**src/rtl/phase_detector_lock_if.sv**
```systemverilog
// Measurement-side signals of the ADPLL phase detector: async clock inputs,
// enable, and the error/slip/lock results for the loop controller.
interface phase_detector_lock_if #(
  parameter int ERR_W = 8
);
  logic                    enable_i;
  logic                    ref_clk_i;
  logic                    gen_clk_i;
  logic signed [ERR_W-1:0] error_o;
  logic                    error_valid_o;
  logic                    slip_o;
  logic                    locked_o;

  modport master (
    output enable_i, ref_clk_i, gen_clk_i,
    input  error_o, error_valid_o, slip_o, locked_o
  );

  modport slave (
    input  enable_i, ref_clk_i, gen_clk_i,
    output error_o, error_valid_o, slip_o, locked_o
  );
endinterface

```
**src/rtl/phase_detector_lock.sv**
```systemverilog
// Time-interval phase detector: times ref/gen rising-edge gaps in fpga_clk_i
// cycles, emits a saturated signed error, and tracks lock with hysteresis.
module phase_detector_lock #(
  parameter int ERR_W       = 8,
  parameter int TIMEOUT     = 255,
  parameter int SYNC_STAGES = 2,
  parameter int LOCK_TOL    = 2,
  parameter int LOCK_CNT    = 16,
  parameter int UNLOCK_CNT  = 4
) (
  input logic                  fpga_clk_i,
  input logic                  reset_ni,
  phase_detector_lock_if.slave bus_if
);
  localparam int CNT_W = $clog2(TIMEOUT + 1);
  localparam int IN_W  = $clog2(LOCK_CNT + 1);
  localparam int OUT_W = $clog2(UNLOCK_CNT + 1);
  localparam int unsigned ERR_MAX = (32'd1 << (ERR_W - 1)) - 32'd1;
  localparam int unsigned TOL = LOCK_TOL;
  localparam logic [CNT_W-1:0] CNT_LAST = CNT_W'(TIMEOUT - 1);
  localparam logic [IN_W-1:0]  IN_FULL  = IN_W'(LOCK_CNT);
  localparam logic [OUT_W-1:0] OUT_FULL = OUT_W'(UNLOCK_CNT);

  typedef enum logic [1:0] {IDLE, WAIT_GEN, WAIT_REF} state_e;

  logic [SYNC_STAGES-1:0] ref_sync_q, gen_sync_q;
  logic                   ref_prev_q, gen_prev_q;
  logic                   ref_e_q, gen_e_q;

  state_e           state_q;
  logic [CNT_W-1:0] cnt_q;
  logic [IN_W-1:0]  in_cnt_q;
  logic [OUT_W-1:0] out_cnt_q;
  logic [ERR_W-1:0] error_q;
  logic             valid_q, slip_q, locked_q;

  logic             waiting, lead_neg, partner_e, same_e, expired;
  logic             result, slip_hit, in_window;
  logic [ERR_W-1:0] err_mag, err_d;

  // Measured interval is cnt+1; clamp keeps the range symmetric about zero.
  function automatic logic [ERR_W-1:0] clamp_mag(input logic [CNT_W-1:0] c);
    if (32'(c) >= ERR_MAX) return ERR_W'(ERR_MAX);
    return ERR_W'(c) + ERR_W'(1);
  endfunction

  // NOTE: all state uses non-blocking assignments so every flop samples
  // pre-edge values; blocking here would collapse the synchroniser chain.
  always_ff @(posedge fpga_clk_i or negedge reset_ni) begin
    if (!reset_ni) begin
      ref_sync_q <= '0;
      gen_sync_q <= '0;
      ref_prev_q <= 1'b0;
      gen_prev_q <= 1'b0;
      ref_e_q    <= 1'b0;
      gen_e_q    <= 1'b0;
    end else begin
      ref_sync_q <= {ref_sync_q[SYNC_STAGES-2:0], bus_if.ref_clk_i};
      gen_sync_q <= {gen_sync_q[SYNC_STAGES-2:0], bus_if.gen_clk_i};
      ref_prev_q <= ref_sync_q[SYNC_STAGES-1];
      gen_prev_q <= gen_sync_q[SYNC_STAGES-1];
      ref_e_q    <= ref_sync_q[SYNC_STAGES-1] & ~ref_prev_q;
      gen_e_q    <= gen_sync_q[SYNC_STAGES-1] & ~gen_prev_q;
    end
  end

  // NOTE: every output of this block gets a value on every path, so no
  // latches are inferred.
  always_comb begin
    waiting   = (state_q == WAIT_GEN) || (state_q == WAIT_REF);
    lead_neg  = (state_q == WAIT_REF);
    partner_e = lead_neg ? ref_e_q : gen_e_q;
    same_e    = lead_neg ? gen_e_q : ref_e_q;
    expired   = waiting && (cnt_q == CNT_LAST);
    if (waiting) begin
      result   = partner_e || same_e || expired;
      slip_hit = !partner_e && (same_e || expired);
    end else begin
      result   = (state_q == IDLE) && ref_e_q && gen_e_q;
      slip_hit = 1'b0;
    end
    err_mag = '0;
    if (waiting) err_mag = slip_hit ? ERR_W'(ERR_MAX) : clamp_mag(cnt_q);
    err_d     = lead_neg ? ('0 - err_mag) : err_mag;
    in_window = !slip_hit && (32'(err_mag) <= TOL);
  end

  always_ff @(posedge fpga_clk_i or negedge reset_ni) begin
    if (!reset_ni) begin
      state_q   <= IDLE;
      cnt_q     <= '0;
      in_cnt_q  <= '0;
      out_cnt_q <= '0;
      error_q   <= '0;
      valid_q   <= 1'b0;
      slip_q    <= 1'b0;
      locked_q  <= 1'b0;
    end else if (!bus_if.enable_i) begin
      // error_q deliberately keeps the last result while disabled.
      state_q   <= IDLE;
      cnt_q     <= '0;
      in_cnt_q  <= '0;
      out_cnt_q <= '0;
      valid_q   <= 1'b0;
      slip_q    <= 1'b0;
      locked_q  <= 1'b0;
    end else begin
      valid_q <= result;
      slip_q  <= slip_hit;
      if (result) begin
        error_q <= err_d;
        if (in_window) begin
          if (in_cnt_q != IN_FULL) in_cnt_q <= in_cnt_q + IN_W'(1);
          out_cnt_q <= '0;
        end else begin
          if (out_cnt_q != OUT_FULL) out_cnt_q <= out_cnt_q + OUT_W'(1);
          in_cnt_q <= '0;
        end
      end
      if (in_cnt_q == IN_FULL)        locked_q <= 1'b1;
      else if (out_cnt_q == OUT_FULL) locked_q <= 1'b0;

      case (state_q)
        IDLE: begin
          if (ref_e_q && !gen_e_q) begin
            cnt_q   <= '0;
            state_q <= WAIT_GEN;
          end else if (gen_e_q && !ref_e_q) begin
            cnt_q   <= '0;
            state_q <= WAIT_REF;
          end
        end
        WAIT_GEN, WAIT_REF: begin
          // A same-type edge always opens a fresh wait, with or without partner.
          if (same_e) begin
            cnt_q <= '0;
          end else if (partner_e || expired) begin
            cnt_q   <= '0;
            state_q <= IDLE;
          end else begin
            cnt_q <= cnt_q + CNT_W'(1);
          end
        end
        default: begin
          cnt_q   <= '0;
          state_q <= IDLE;
        end
      endcase
    end
  end

  assign bus_if.error_o       = error_q;
  assign bus_if.error_valid_o = valid_q;
  assign bus_if.slip_o        = slip_q;
  assign bus_if.locked_o      = locked_q;
endmodule

```
**src/flat_wrapper.sv**
```systemverilog
// flat-port wrapper written by rule: the top's interface ports become plain ports
module phase_detector_lock_flat 
#(
  parameter int ERR_W       = 8,
  parameter int TIMEOUT     = 255,
  parameter int SYNC_STAGES = 2,
  parameter int LOCK_TOL    = 2,
  parameter int LOCK_CNT    = 16,
  parameter int UNLOCK_CNT  = 4
)
  (fpga_clk_i, reset_ni, bus_if_enable_i, bus_if_ref_clk_i, bus_if_gen_clk_i, bus_if_error_o, bus_if_error_valid_o, bus_if_slip_o, bus_if_locked_o);
  phase_detector_lock_if #(.ERR_W(ERR_W)) bus_if_i ();
  input logic fpga_clk_i;
  input logic reset_ni;
  input wire logic [$bits(bus_if_i.enable_i)-1:0] bus_if_enable_i;
  input wire logic [$bits(bus_if_i.ref_clk_i)-1:0] bus_if_ref_clk_i;
  input wire logic [$bits(bus_if_i.gen_clk_i)-1:0] bus_if_gen_clk_i;
  output wire logic [$bits(bus_if_i.error_o)-1:0] bus_if_error_o;
  output wire logic [$bits(bus_if_i.error_valid_o)-1:0] bus_if_error_valid_o;
  output wire logic [$bits(bus_if_i.slip_o)-1:0] bus_if_slip_o;
  output wire logic [$bits(bus_if_i.locked_o)-1:0] bus_if_locked_o;
  assign bus_if_i.enable_i = bus_if_enable_i;
  assign bus_if_i.ref_clk_i = bus_if_ref_clk_i;
  assign bus_if_i.gen_clk_i = bus_if_gen_clk_i;
  assign bus_if_error_o = bus_if_i.error_o;
  assign bus_if_error_valid_o = bus_if_i.error_valid_o;
  assign bus_if_slip_o = bus_if_i.slip_o;
  assign bus_if_locked_o = bus_if_i.locked_o;
  phase_detector_lock #(.ERR_W(ERR_W), .TIMEOUT(TIMEOUT), .SYNC_STAGES(SYNC_STAGES), .LOCK_TOL(LOCK_TOL), .LOCK_CNT(LOCK_CNT), .UNLOCK_CNT(UNLOCK_CNT)) u_core (.fpga_clk_i(fpga_clk_i), .reset_ni(reset_ni), .bus_if(bus_if_i));
endmodule
```
**config.mk**
```make
export PLATFORM = sky130hd
export DESIGN_NAME = phase_detector_lock_flat
export DESIGN_NICKNAME = d
export VERILOG_FILES = /design/src/rtl/phase_detector_lock_if.sv /design/src/rtl/phase_detector_lock.sv /design/src/flat_wrapper.sv
export SDC_FILE = /design/constraint.sdc
export NUM_CORES = 1
export LEC_CHECK = 0
export BUFFER_PORTS_ARGS = -buffer_cell sky130_fd_sc_hd__buf_2
export CORE_ASPECT_RATIO = 1.5
export CORE_UTILIZATION = 49
export CTS_CLUSTER_SIZE = 28
export DETAILED_ROUTE_END_ITERATION = 7
export GPL_TIMING_DRIVEN = 0
export PLACE_DENSITY_LB_ADDON = 0.08
export SLEW_MARGIN = 20
export SYNTH_ARGS = -nofsm -noshare
export SYNTH_HDL_FRONTEND = slang
export SYNTH_SLANG_ARGS = --single-unit
```
**constraint.sdc**
```tcl
create_clock -name fpga_clk_i -period 6.65 [get_ports fpga_clk_i]
set_clock_uncertainty 0.15 [all_clocks]
set_input_delay 0.3325 -clock fpga_clk_i [delete_from_list [all_inputs] [get_ports fpga_clk_i]]
set_output_delay 0.3325 -clock fpga_clk_i [all_outputs]
set_load 0.01 [all_outputs]
```
==> results.json <==
{
  "finalNetCount": 286,
  "crit_path_start_kind": "flip-flop",
  "place_congestion": 0.8216,
  "numCtsBuffers": 5,
  "die_h_microns": 84.99,
  "timing.rr.end": "u_core.in_cnt_q[0]$_DFFE_PN0P_",
  "synthArstFlopShare": 1.000,
  "clkSinkCount": 37,
  "hold_viol": 37,
  "syn_nets": 263,
  "cts_tree": "built",
  "yosys_warnings": 0,
  "hpwl_mm": 3.357,
  "clk_pin_slew_worst_paths_ps": 70,
  "pwr_density_cell_mw_per_mm2": 205.5,
  "gr-total-overflow": 0,
  "leakage_nw": 1.142,
  "cpPeakStageDelay_ps": 370,
  "cap_violations": 0,
  "clock_path_buffers": 2,
  "final_max_slew_viol_count": 0,
  "endpoint": "u_core.in_cnt_q[0]$_DFFE_PN0P_",
  "synth_edf_count": 0,
  "max_slew_margin": 0.4615,
  "synth_area_sq_mm": 0.002250,
  "cts-root-buf": "clkbuf_8",
  "vias": 1862,
  "drive_gt1_frac": 0.1985,
  "end_kind": "flip-flop",
  "drtIter0Drc": 82,
  "die_w_microns": 57.33,
  "antenna-diode-count": 0,
  "postRouteAntennaNets": 0,
  "syn_area_per_cell_sq_um": 9.071,
  "slowest_stage": "dfrtp_1",
  "layout.cells.non_filler": 318,
  "cts.htree.levels": 2,
  "holdWs_ps": -23.68,
  "status": "complete, but fails checks",
  "min_period_ps": 3264,
  "drc": 0,
  "grt_pass1_wl_mm": 8.066,
  "period_share": 0.4909,
  "io_pins": 16,
  "initial_core_util": 0.5210,
  "synth_top_cell_by_area": "dfrtp_1",
  "core.rowCount": 29,
  "worstPathRequired_ps": 6670,
  "hold_class": "input pin to async pin",
  "critical_path.startpoint": "u_core.state_q[0]$_DFFE_PN0P_",
  "cp_cell_sequence": "inv_1 > ha_1 > clkbuf_2 > and3b_1 > o21ai_1 > and3_1 > buf_2 > nand2_1 > nand2_2 > inv_2 > ha_1 > or2_2 > a41oi_2 > o21ai_1 > mux2_2",
  "clock_latency_ps": 290,
  "crit_fanout": 9,
  "routed_via_density": 5.855,
  "grtUsageTotal": 0.2132,
  "synthTopCellsByArea": "dfrtp_1 41%, ha_1 5.6%, a21oi_1 4.2%",
  "grt_pass1_vias": 1726,
  "tns_ps": 0,
  "fillCellCount": 417,
  "worst_pin_slew_ps": 807.8,
  "crit_arrival_ps": 3290,
  "synth_top_area_frac": 0.4116,
  "setup_violations": 0,
  "worstSetupPathType": "flip-flop to flip-flop",
  "synthDistinctLibCells": 58,
  "grt_antenna_before_repair": 0,
  "synth_cells": 248,
  "totalWireLength_mm": 4.637,
  "portBuffers": 14,
  "synth_flop_cell": "dfrtp_1",
  "violations": "hold timing",
  "core_area_sq_mm": 0.004318,
  "yosysSeqAreaShare": 0.4116,
  "reg2reg_from": "u_core.state_q[0]$_DFFE_PN0P_",
  "ff2ff_path_depth": 15,
  "ff2ff_setup_slack_ps": 3390,
  "wl_per_cell_microns": 14.58,
  "grt_max_degree": 38,
  "rsz0062_at_grt": "false",
  "ir_drop_mv": 0.1118,
  "synth_seq_cells": 37,
  "drtPass1Iterations": 4,
  "max_clock_freq_mhz": 306.3,
  "syn2layout_area_growth_pct": 10.23,
  "dieArea_sq_mm": 0.004872,
  "dp_cells": 308
}
logic make-up (layout without fill, tap and decap cells):
family / Yosys count / count (layout) / synth area share
muxes: 4 / 4 / 0.01891
AOI/OAI and AO/OA: 76 / 76 / 0.2264
and+or+nand+nor: 87 / 87 / 0.2064
adders and majority gates: 10 / 10 / 0.05562
xor gates and xnor gates: 6 / 6 / 0.02336
buffers and inverters: 28 / 52 / 0.05784
DFF: 37 / 37 / 0.4116
cells in the mapped netlist, types with 4 or more instances:
cell type,count
a21oi_1,19
and3_1,7
buf_2,10
dfrtp_1,37
ha_1,10
inv_1,12
nand2_1,25
nand3_1,16
nand4_1,8
nor2_1,9
nor2b_1,5
o21ai_0,18
o21ai_1,8
xnor2_1,4
placed cells by master (no fill, tap or decap), types with 3 or more instances in the layout:
cell type,count
o31ai_1,3
nand4_1,8
inv_1,12
clkbuf_8,5
xnor2_1,4
buf_2,24
o21ai_1,8
a21oi_1,19
and2_1,3
nor2b_1,5
o21ai_0,18
nand3_1,16
dfrtp_1,37
a21oi_2,3
nand2_1,25
nor2_1,9
ha_1,10
and3_1,7
critical path: cells and delay by family (launching register included):
| kind | cells | cell delay [ps] |
|---|---|---|
| buffers and inverters | 4 | 450 |
| muxes | 1 | 270 |
| adders and majority gates | 2 | 370 |
| DFF | 1 | 370 |
| AOI/OAI and AO/OA | 3 | 680 |
| and+or+nand+nor | 5 | 850 |
what timing repair did:
action                    CTS  global route
hold buffers                2             0
resized for setup           0             0
hold endpoints to repair    2             0
buffers inserted            0             0
per-stage QoR:
stage | power (W) | instance area, sq um | setup slack [ps] | util | hold WS [ps]
after detailed placement | 0.0003608 | 2377 | 3407 | 0.5506 | 190.2
after CTS | 0.0005134 | 2480 | 3378 | 0.5743 | 18.26
after global placement | 0.0003594 | 2377 | 3441 | 0.5506 | 187.2
after floorplan | 0.0003267 | 2250 | 3709 | - | -113.1
final | 0.0005095 | 2480 | 3386 | 0.5743 | -23.68
after global routing | 0.0005366 | 2480 | 3165 | 0.5743 | 61.74
layer usage:
| layer | GRT usage | routed length (microns) |
|---|---|---|
| met2 | 0.3754 | 2438 |
| met4 | 0.07317 | 57 |
| met1 | 0.2594 | 2030 |
| met5 | 0 | 0 |
| met3 | 0.03659 | 111 |
registers in the layout, indices dropped and copies added, names as in the netlist:
name	flops
u_core.state_q	2
u_core.ref_prev_q	1
u_core.bus_if.locked_o	1
u_core.out_cnt_q	3
u_core.bus_if.error_valid_o	1
u_core.gen_prev_q	1
u_core.in_cnt_q	5
u_core.ref_e_q	1
u_core.cnt_q	8
u_core.gen_sync_q	2
u_core.ref_sync_q	2
u_core.gen_e_q	1
u_core.bus_if.slip_o	1
u_core.bus_if.error_o	8
worst min path at each step:
stage / to / cells past startpoint / startpoint
after floorplan: u_core.bus_if.error_o[0]$_DFFE_PN0P_ / 0 / reset_ni
after global placement: u_core.gen_sync_q[1]$_DFF_PN0_ / 0 / u_core.gen_sync_q[0]$_DFF_PN0_
after detailed placement: u_core.gen_sync_q[1]$_DFF_PN0_ / 0 / u_core.gen_sync_q[0]$_DFF_PN0_
after CTS: u_core.bus_if.error_o[4]$_DFFE_PN0P_ / 1 / reset_ni
after global routing: u_core.bus_if.error_o[7]$_DFFE_PN0P_ / 1 / reset_ni
final: u_core.cnt_q[4]$_DFFE_PN0P_ / 1 / reset_ni
area by class of cell:
class | instances | area (sq um) | area share
plain buffers | 14 | 77.57 | 0.03128
well taps | 46 | 57.56 | 0.02321
multi-input cells | 183 | 1194 | 0.4813
inverters | 14 | 52.55 | 0.02119
repair buffers | 16 | 90.09 | 0.03633
clock buffers | 6 | 72.57 | 0.02926
clock inverters | 2 | 10.01 | 0.004036
flip-flops and latches | 37 | 925.9 | 0.3734
power by group:
part           switching [W]  internal (W)
sequential         0.0000100      0.000243
clock              0.0000800     0.0000726
combinational      0.0000632     0.0000402
(Power assumes the default switching activity.)
